## src/rtl/port_mgnt_resp_pkg.sv

```systemverilog
// Shared switch management definitions: register map, ID/version constants
// and the response FSM state type.
package port_mgnt_resp_pkg;

    localparam logic [7:0] ADDR_RX_FRAMES  = 8'h00;
    localparam logic [7:0] ADDR_RX_BYTES   = 8'h01;
    localparam logic [7:0] ADDR_RX_CRC_ERR = 8'h02;
    localparam logic [7:0] ADDR_RX_DROP    = 8'h03;
    localparam logic [7:0] ADDR_TX_FRAMES  = 8'h04;
    localparam logic [7:0] ADDR_TX_BYTES   = 8'h05;
    localparam logic [7:0] ADDR_ID         = 8'h06;
    localparam logic [7:0] ADDR_ALL        = 8'hFF;

    localparam logic [7:0] MGNT_ID_CODE = 8'hA5;
    localparam logic [7:0] MGNT_VERSION = 8'h01;

    localparam int unsigned NUM_CNT = 6;

    // Counter index i lives at CNT_ADDR[i].
    localparam logic [7:0] CNT_ADDR [NUM_CNT] = '{
        ADDR_RX_FRAMES, ADDR_RX_BYTES, ADDR_RX_CRC_ERR,
        ADDR_RX_DROP, ADDR_TX_FRAMES, ADDR_TX_BYTES
    };

    typedef enum logic {
        IDLE,
        SEND
    } resp_state_t;

    function automatic logic [31:0] id_word(input logic [7:0] port_id);
        return {MGNT_ID_CODE, MGNT_VERSION, 8'h00, port_id};
    endfunction

endpackage

```

## src/rtl/port_mgnt_resp_if.sv

```systemverilog
// Management request/response link between the register controller (master)
// and a per-port statistics responder (slave).
interface port_mgnt_resp_if;

    logic       sys_req_valid;
    logic       sys_req_wr;
    logic [7:0] sys_req_addr;
    logic       sys_resp_valid;
    logic [7:0] sys_resp_data;

    modport master (
        output sys_req_valid, sys_req_wr, sys_req_addr,
        input  sys_resp_valid, sys_resp_data
    );

    modport slave (
        input  sys_req_valid, sys_req_wr, sys_req_addr,
        output sys_resp_valid, sys_resp_data
    );

endinterface

```

## src/rtl/mgnt_sat_counter.sv

```systemverilog
// Saturating statistics counter: adds a zero-extended amount per increment,
// sticks at all-ones, clear wins over a same-cycle increment.
module mgnt_sat_counter #(
    parameter int unsigned WIDTH     = 32,
    parameter int unsigned AMT_WIDTH = 16
) (
    input  logic                 clk,
    input  logic                 rst,
    input  logic                 increment,
    input  logic                 clear,
    input  logic [AMT_WIDTH-1:0] amount,
    output logic [WIDTH-1:0]     value
);

    // One extra bit above the wider operand catches any overflow past WIDTH.
    localparam int unsigned SUM_WIDTH = ((WIDTH > AMT_WIDTH) ? WIDTH : AMT_WIDTH) + 1;

    logic [SUM_WIDTH-1:0] sum;
    logic [WIDTH-1:0]     next_value;

    always_comb begin
        sum = SUM_WIDTH'(value) + SUM_WIDTH'(amount);
        if (sum[SUM_WIDTH-1:WIDTH] != '0)
            next_value = '1;
        else
            next_value = sum[WIDTH-1:0];
    end

    always_ff @(posedge clk or negedge rst) begin
        if (!rst)
            value <= '0;
        else if (clear)
            value <= '0;
        else if (increment)
            value <= next_value;
    end

endmodule

```

## src/rtl/port_mgnt_resp.sv

```systemverilog
// Per-port statistics block: six saturating counters plus an ID register,
// read back as a MSB-first byte stream over the management link.
module port_mgnt_resp
    import port_mgnt_resp_pkg::*;
#(
    parameter int unsigned MGNT_REG_WIDTH = 32,
    parameter logic [7:0]  PORT_ID        = 8'd0
) (
    input  logic                   clk,
    input  logic                   rst,
    port_mgnt_resp_if.slave        sys,
    input  logic                   rx_ok,
    input  logic [15:0]            rx_len,
    input  logic                   rx_crc_err,
    input  logic                   rx_drop,
    input  logic                   tx_ok,
    input  logic [15:0]            tx_len
);

    localparam int unsigned W      = MGNT_REG_WIDTH;
    localparam int unsigned NBYTES = W / 8;
    localparam int unsigned IDX_W  = (NBYTES > 1) ? $clog2(NBYTES) : 1;
    localparam logic [W+31:0] ID_EXT = {{W{1'b0}}, id_word(PORT_ID)};

    resp_state_t        state_q, state_d;
    logic [IDX_W-1:0]   idx_q;
    logic [W-1:0]       snap_q;
    logic [W-1:0]       rd_word;
    logic [W-1:0]       cnt     [NUM_CNT];
    logic [15:0]        cnt_amt [NUM_CNT];
    logic [NUM_CNT-1:0] cnt_inc;
    logic               req_rd;
    logic               req_clr;
    logic               last_byte;

    always_comb begin
        cnt_inc    = {tx_ok, tx_ok, rx_drop, rx_crc_err, rx_ok, rx_ok};
        cnt_amt[0] = 16'd1;
        cnt_amt[1] = rx_len;
        cnt_amt[2] = 16'd1;
        cnt_amt[3] = 16'd1;
        cnt_amt[4] = 16'd1;
        cnt_amt[5] = tx_len;
    end

    // Requests are only honoured in IDLE; anything arriving during SEND is dropped.
    assign req_rd  = (state_q == IDLE) && sys.sys_req_valid && !sys.sys_req_wr;
    assign req_clr = (state_q == IDLE) && sys.sys_req_valid &&  sys.sys_req_wr;

    for (genvar i = 0; i < NUM_CNT; i++) begin : g_cnt
        mgnt_sat_counter #(
            .WIDTH     (W),
            .AMT_WIDTH (16)
        ) u_cnt (
            .clk       (clk),
            .rst       (rst),
            .increment (cnt_inc[i]),
            .clear     (req_clr && (sys.sys_req_addr == CNT_ADDR[i] ||
                                    sys.sys_req_addr == ADDR_ALL)),
            .amount    (cnt_amt[i]),
            .value     (cnt[i])
        );
    end

    always_comb begin
        rd_word = '0;
        case (sys.sys_req_addr)
            ADDR_RX_FRAMES:  rd_word = cnt[0];
            ADDR_RX_BYTES:   rd_word = cnt[1];
            ADDR_RX_CRC_ERR: rd_word = cnt[2];
            ADDR_RX_DROP:    rd_word = cnt[3];
            ADDR_TX_FRAMES:  rd_word = cnt[4];
            ADDR_TX_BYTES:   rd_word = cnt[5];
            ADDR_ID:         rd_word = ID_EXT[W-1:0];
            default:         rd_word = '0;
        endcase
    end

    assign last_byte = (idx_q == IDX_W'(NBYTES - 1));

    always_comb begin
        state_d = state_q;
        case (state_q)
            IDLE:    if (req_rd)    state_d = SEND;
            SEND:    if (last_byte) state_d = IDLE;
            default:                state_d = IDLE;
        endcase
    end

    always_ff @(posedge clk or negedge rst) begin
        if (!rst)
            state_q <= IDLE;
        else
            state_q <= state_d;
    end

    // The snapshot doubles as a shift register so the outgoing byte is always its top byte.
    always_ff @(posedge clk or negedge rst) begin
        if (!rst) begin
            snap_q <= '0;
            idx_q  <= '0;
        end else if (state_q == IDLE) begin
            if (req_rd) begin
                snap_q <= rd_word;
                idx_q  <= '0;
            end
        end else begin
            snap_q <= snap_q << 8;
            idx_q  <= idx_q + 1'b1;
        end
    end

    always_comb begin
        sys.sys_resp_valid = (state_q == SEND);
        sys.sys_resp_data  = (state_q == SEND) ? snap_q[W-1 -: 8] : '0;
    end

endmodule

```

## src/flat_wrapper.sv

```systemverilog
// flat-port wrapper written by rule: the top's interface ports become plain ports
module port_mgnt_resp_flat import port_mgnt_resp_pkg::*;
#(
    parameter int unsigned MGNT_REG_WIDTH = 32,
    parameter logic [7:0]  PORT_ID        = 8'd0
)
  (clk, rst, rx_ok, rx_len, rx_crc_err, rx_drop, tx_ok, tx_len, sys_sys_req_valid, sys_sys_req_wr, sys_sys_req_addr, sys_sys_resp_valid, sys_sys_resp_data);
  port_mgnt_resp_if sys_i ();
  input  logic clk;
  input  logic rst;
  input  logic rx_ok;
  input  logic [15:0] rx_len;
  input  logic rx_crc_err;
  input  logic rx_drop;
  input  logic tx_ok;
  input  logic [15:0] tx_len;
  input wire logic [$bits(sys_i.sys_req_valid)-1:0] sys_sys_req_valid;
  input wire logic [$bits(sys_i.sys_req_wr)-1:0] sys_sys_req_wr;
  input wire logic [$bits(sys_i.sys_req_addr)-1:0] sys_sys_req_addr;
  output wire logic [$bits(sys_i.sys_resp_valid)-1:0] sys_sys_resp_valid;
  output wire logic [$bits(sys_i.sys_resp_data)-1:0] sys_sys_resp_data;
  assign sys_i.sys_req_valid = sys_sys_req_valid;
  assign sys_i.sys_req_wr = sys_sys_req_wr;
  assign sys_i.sys_req_addr = sys_sys_req_addr;
  assign sys_sys_resp_valid = sys_i.sys_resp_valid;
  assign sys_sys_resp_data = sys_i.sys_resp_data;
  port_mgnt_resp #(.MGNT_REG_WIDTH(MGNT_REG_WIDTH), .PORT_ID(PORT_ID)) u_core (.clk(clk), .rst(rst), .sys(sys_i), .rx_ok(rx_ok), .rx_len(rx_len), .rx_crc_err(rx_crc_err), .rx_drop(rx_drop), .tx_ok(tx_ok), .tx_len(tx_len));
endmodule
```

## config.mk

```make
export PLATFORM = sky130hd
export DESIGN_NAME = port_mgnt_resp_flat
export DESIGN_NICKNAME = d
export VERILOG_FILES = /design/src/rtl/port_mgnt_resp_pkg.sv /design/src/rtl/port_mgnt_resp_if.sv /design/src/rtl/mgnt_sat_counter.sv /design/src/rtl/port_mgnt_resp.sv /design/src/flat_wrapper.sv
export SDC_FILE = /design/constraint.sdc
export NUM_CORES = 1
export LEC_CHECK = 0
export BUFFER_PORTS_ARGS = -buffer_cell sky130_fd_sc_hd__buf_2
export CORE_UTILIZATION = 32
export DETAILED_ROUTE_END_ITERATION = 12
export PLACE_DENSITY = 0.44
export SLEW_MARGIN = 20
export SYNTH_ARGS = -nofsm -noshare
export SYNTH_HDL_FRONTEND = slang
export SYNTH_HIERARCHICAL = 1
export SYNTH_SLANG_ARGS = --single-unit
```

## constraint.sdc

```tcl
create_clock -name clk -period 2.4 [get_ports clk]
set_input_delay 0.12 -clock clk [delete_from_list [all_inputs] [get_ports clk]]
set_output_delay 0.12 -clock clk [all_outputs]
set_load 0.1 [all_outputs]
```

# After elaboration in Yosys (flattened, before gate mapping)
# Cells that the tools add are included.
# W data, S select, Z words.
# totals
register_bits	227
latch_bits	0
ramBits	0
romBits	0
input_bits	48
out_inout_bits	9
word_cells	76
mem_count	0
# classes
n_addsub	7
n_mul	0
div_mod_pow	0
magnitude_cmp	0
eq_ne	8
n_shift	0
mux	27
bitwise_logic	1
n_reduce_logical	24
# ops
op	n
$mux W32	20
$pmux W32 S7	1
$add A32 B1 Y33 const B	4
$add A32 B16 Y33	2
$eq A8 B3 Y1 const B	3
$eq A8 B2 Y1 const B	2
$reduce_bool A2 Y1	7
$logic_and A1 B1 Y1	9
$eq A8 B1 Y1 const B	1
$eq A8 B8 Y1 const B	1
$logic_not A8 Y1	1
$mux W8	1
$logic_or A1 B1 Y1	6
$mux W2	2
$add A2 B1 Y2 const B	1
$eq A2 B2 Y1 const B	1
$mux W1	2
$pmux W1 S2	1
$logic_not A1 Y1	1
$not A1 Y1	1

# Depth between registers and ports, before layout
# depth
ltp_word	5
depth_mapped	10
mapped_depth_nobuf	9

# Hierarchy
# The synthesis kept the hierarchy.
# by_module_without_submodules
module	n_inst	cells_each	area_per_inst_um2	seq_area_each_um2
mgnt_sat_counter at u_core.g_cnt[0].u_cnt ...	5	245	2349.8	800.8
port_mgnt_resp	1	364	3284.4	875.8
mgnt_sat_counter at u_core.g_cnt[5].u_cnt	1	260	2323.5	800.8

# Worst setup path before layout
# Ideal clock, no wire load.
# synth_path
path_type	reg2reg
start	reg u_core.g_cnt[1].u_cnt.value[0]
end	reg u_core.g_cnt[1].u_cnt.value[25]
setup_ps	137
arrival_ps	2344
required_time_ps	2263
slack_ps	-81
path_stages_with_launch	10
n_path_buf	0
synth_period_minus_slack_ps	2481
path_cell_list	dfrtp_1 > ha_1 > fa_1 > a211o_1 > a21oi_2 > a2111oi_4 > o21ai_2 > nand2_1 > nor4b_2 > nor4_2
# synth_via
elab_chain_len	4
# synth_rtl
element	line	source
from (decl)	mgnt_sat_counter.sv:12	output logic [WIDTH-1:0] value
from (signal assigned)	mgnt_sat_counter.sv:35	value <= next_value;
$add A32 B16 Y33	mgnt_sat_counter.sv:22	sum = SUM_WIDTH'(value) + SUM_WIDTH'(amount);
$mux W32	mgnt_sat_counter.sv:23	if (sum[SUM_WIDTH-1:WIDTH] != '0)
$mux W32	mgnt_sat_counter.sv:34	else if (increment)
$mux W32	mgnt_sat_counter.sv:32	else if (clear)
# No other way between the ends. The select of a mux whose other input is x is not followed.
# A chain may end at the register's enable or synchronous reset.

# Worst setup path after layout
# layout_path
start	reg u_core.g_cnt[5].u_cnt.value[6]
end	reg u_core.g_cnt[5].u_cnt.value[7]
# layout_via
elab_chain_len	4
# layout_rtl
element	line
from (decl)	mgnt_sat_counter.sv:12
from (signal assigned)	mgnt_sat_counter.sv:35
$add A32 B16 Y33	mgnt_sat_counter.sv:22
$mux W32	mgnt_sat_counter.sv:23
$mux W32	mgnt_sat_counter.sv:34
$mux W32	mgnt_sat_counter.sv:32
# No other way between the ends. The select of a mux whose other input is x is not followed.

==> impl_results.md <==
* Placeable core region at between 0.05 and 0.06 sq mm
* Worst-path cell chain: ha_4 > nand3_2 > nor3_4 > o21ai_2 > o31a_1 > or4_4 > buf_6 > a311oi_2
* Iteration-0 DRC Markers at around 1100
* Share of synthesized area spent on multiplexers at 5.36%
* Via density per instance at ~5.5
* Met3 wire length at slightly below 3 mm
* Number of storage elements in the synthesis netlist at about 230
* Highest metal layer with signal wires: met5
* Delay of the slowest cell on the worst path at between 0.6 and 0.7 ns
* Top-level I/O count at between 50 and 60
* Final-report max-slew violation count at 0
* Area taken by multi-input logic gates at roughly 0.012 sq mm
* Overall die height at 235 um
* Root buf cell: clkbuf_16
* Violated checks: negative setup slack
* Fin nets at roughly 2400
* P&R area growth vs syn at 32.8%
* Cell type with the largest total area after synthesis: dfrtp_1
* Top fanout value on the critical path at 7
* Kind of cell adding the most delay to the critical path: simple AND/OR/NAND/NOR gates
* Maximum number of pins on one net before global-route repair at between 70 and 80
* Slowest library cell on the worst path: or4_4
* Largest family of logic cells by synthesized area: compound AO/OA/AOI/OAI gates
* Crit path launch type: flop
* Setup crit end kind: flop
* Effective utilization at floorplan at between 30% and 40%
* Synth top area cells: dfrtp_1, ha_1, a21oi_1, nor2_1, a211oi_2
* Path type of the worst min-delay path: primary input to flop
* Vias in the first global route at 15700
* Worst hold slack at between 0.04 and 0.05 ns
* H-Tree Level Count at 1
* Detail Placement HPWL at ~46 mm
* Gate Count Post-Synth at ~1800
* TritonCTS sink count at about 230
* Combinational power share at just under 60%
* Total global routing overflow at 0
* Final cycle utilization of the critical path at 107%
* Post-Route WL at roughly 60 mm
* Xor and xnor fraction of the mapped netlist area at 4.19%
* DR WL met2 at ~29 mm
* Fillcell total at between 5000 and 6000
* Wire length of the first global-routing pass at slightly above 90 mm
* Number of flops mapped to enable cells by yosys at 0
* Static leakage power at around 9.6 nW
* Number of placement rows at 84
* Input/output buffers at 56
* Maxcap violations at 0
* Synth Area per Inst at 9.39 sq um
* Area of all sequential standard cells at 0.00568 sq mm
* Count of final hold-check violations at 0
* Psw at approximately 11 mW
* Setup repair after global routing missed its margin: true
* Share of synthesized cell area in full adder, half adder and majority cells at under 10%
* Antenna-violating nets left at 0
* Required @ worst endpoint at 2.87 ns
* Summed instance area of the synthesized netlist at between 0.015 and 0.02 sq mm
* Share of post-route cells with drive strength above 1 at between 30 and 40%
* Clk Latency, worst-skew pair at ~0.57 ns
* Total power consumption of the routed design at 26.0 mW
* Fraction of synthesis flops using an asynchronous set or reset pin at between 90% and 100%
* Compound-cell area share of the yosys netlist at roughly a quarter
* Critical path data arrival time at 3.04 ns
* Clock Tree Buf Depth at 3
* Relative contribution of sequential cells to total power at between 20% and 30%
* Final worst setup slack at -0.173 ns
* Area share of and/or/nand/nor cells after synthesis at about a fifth
* Final setup skew at 0.0111 ns
* Critical path class: flop to flop
* Overall Global Routing Usage at a little over a fifth
* Yosys warning count at 6
* R2r setup slk at -0.17 ns
* Wire length on met1 at around 27 mm
* Worst ir drop on vdd at ~0.00054 V
* Post-synth top flop: dfrtp_1
* Total internal power at about 15 mW
* Achievable clock frequency at 389 MHz
* Number of antenna violations at the first check in global routing at 4
* Area share of the leading cell type in the synthesized netlist at about a third
* Die outline area at roughly 0.055 sq mm
* Drt wl/cell at between 20 and 25 um
* Sw Ratio at 42.1%
* # DRC at 0
* Fin crit period at approximately 2.6 ns
* Die width at approximately 230 um
* Result of the run: complete, but fails checks
* Global placement routability congestion at 0.910
* Worst-Margin Slew at 0.802 ns
* Max-slew headroom at the worst pin at between 40% and 50%
* Power density over the cells at approximately 1100 mW/mm^2
* Number of iterations in the first detailed-routing pass at 5
* Clock network fraction of design power at 18.3%
* Clock tree from TritonCTS: yes
* Number of distinct standard cells referenced by the synthesized netlist at 87
* Final setup violating endpoints at 82
* Setup slack after placement at -0.251 ns
* Vias after detailed routing at around 16000
* Sequential-to-total area share from yosys stat at 32.7%
* Clock buffer count from CTS at 29
* Buffers and inverters on the worst path at 1
* Worst-path clk slew at around 0.060 ns
power by group through the flow:
stage / Sequential, mW / Clock [mW] / Combinational [mW]
4_1_cts: 6.13 / 4.90 / 13.9
3_5_place_dp: 6.19 / 0 / 13.4
6_report: 6.18 / 4.77 / 15.1
3_3_place_gp: 6.16 / 0 / 13.3
2_1_floorplan: 5.90 / 0 / 8.87
5_1_grt: 6.35 / 5.03 / 16.4
stage by stage:
| step | area (sq um) | cells | setup TNS, ns | utilization, % |
|---|---|---|---|---|
| 6_report | 23000 | 2922 | -4.90 | 43.4 |
| 2_1_floorplan | 17700 | 1915 | 0 | - |
| 3_5_place_dp | 20500 | 2823 | -17.80 | 38.7 |
| 3_3_place_gp | 20500 | 2823 | -14.03 | 38.7 |
| 4_1_cts | 22000 | 2891 | -4.88 | 41.4 |
| 5_1_grt | 23000 | 2922 | -19.35 | 43.4 |
final timing paths:
path / cells past startpoint / startpoint / end
worst max-delay path: 8 / u_core/g_cnt[5].u_cnt/value[6] / u_core/g_cnt[5].u_cnt/value[7]
worst min-delay path: 3 / tx_len[1] / u_core/g_cnt[5].u_cnt/value[1]
worst max register to register: 8 / u_core/g_cnt[5].u_cnt/value[6] / u_core/g_cnt[5].u_cnt/value[7]
worst min register to register: 2 / u_core/snap_q[4] / u_core/snap_q[4]
max in group asynchronous: 3 / rst / u_core/g_cnt[2].u_cnt/value[6]
min in group asynchronous: 2 / rst / u_core/g_cnt[5].u_cnt/value[4]
per-layer routing:
metal | vias to the layer above | GRT usage (%)
li1 | 7765 | -
met1 | 7896 | 28.5
met2 | 353 | 35.4
met3 | 92 | 2.95
met4 | 2 | 8.01
met5 | - | 0
kinds of logic after synthesis:
| logic type | count (synthesis) |
|---|---|
| AND/OR/NAND/NOR | 635 |
| AO/OA/AOI/OAI | 586 |
| flip-flops | 227 |
| buffers and inverters | 133 |
| adder cells (fa/ha/maj) | 103 |
| XOR/XNOR | 83 |
| multiplexers | 80 |
| other | 2 |
registers in the layout, indices dropped and copies added, names as in the netlist:
signal and cells:
u_core/sys.sys_resp_valid 1, u_core/g_cnt.u_cnt/value 192, u_core/idx_q 2, u_core/snap_q 32
cells in the mapped netlist, drive strengths merged, types with 6 or more instances:
cell / n
nor4: 12
a41oi: 6
dfrtp: 227
o21a: 22
o31a: 9
nand4: 31
o22ai: 8
a2111oi: 8
a211oi: 65
mux2i: 45
xnor2: 51
nor3: 72
nor4b: 15
nand3: 54
inv: 32
a221oi: 25
nor3b: 11
a22oi: 25
nand2b: 8
a221o: 12
and3: 36
o21ai: 66
nand3b: 11
a311oi: 58
buf: 42
o31ai: 10
nor2: 181
nor2b: 25
mux2: 31
fa: 6
a211o: 11
and4: 29
nand2: 111
o21bai: 13
a21oi: 156
and2: 24
a31oi: 44
ha: 97
xor2: 32
clkbuf: 54
a21o: 26
cells in the final DEF (no fill, tap or decap), drive strengths merged, types with 10 or more instances in the layout:
cell,count
a211o,11
a211oi,65
a21o,26
a21oi,156
a221o,12
a221oi,25
a22oi,25
a311oi,58
a31oi,44
and2,24
and3,36
and4,29
buf,362
clkbuf,40
conb,68
dfrtp,227
ha,97
inv,32
mux2,31
mux2i,45
nand2,111
nand3,54
nand3b,11
nand4,31
nor2,181
nor2b,25
nor3,72
nor3b,11
nor4,12
nor4b,15
o21a,22
o21ai,66
o21bai,13
o31ai,10
xnor2,51
xor2,32
area by class of cell:
cell class	instances	share of cell area [%]
multi-input combinational	1555	53.6
sequential	227	24.7
timing repair buffer	365	13.0
tap	688	3.73
clock buffer	39	3.57
clock inverter	14	0.896
inverter	32	0.521
antenna	2	0.0217
worst reg2reg max path, delay by kind of cell, from the launching register on:
family	cells	cell delay [ns]
and+or+nand+nor	3	0.95
AOI/OAI and AO/OA	3	0.65
DFF	1	0.41
adders and majority gates	1	0.30
buffers and inverters	1	0.17
timing repair:
| item | CTS | global route |
|---|---|---|
| endpoints found under the setup margin | 184 | 167 |
| resized for setup | 67 | 177 |
| hold buffers | 2 | 0 |
| hold endpoints to repair | 70 | 0 |
| buffers inserted | 14 | 31 |
| pin swaps | 55 | 125 |
Note: power is estimated with default switching activity, not from simulation.
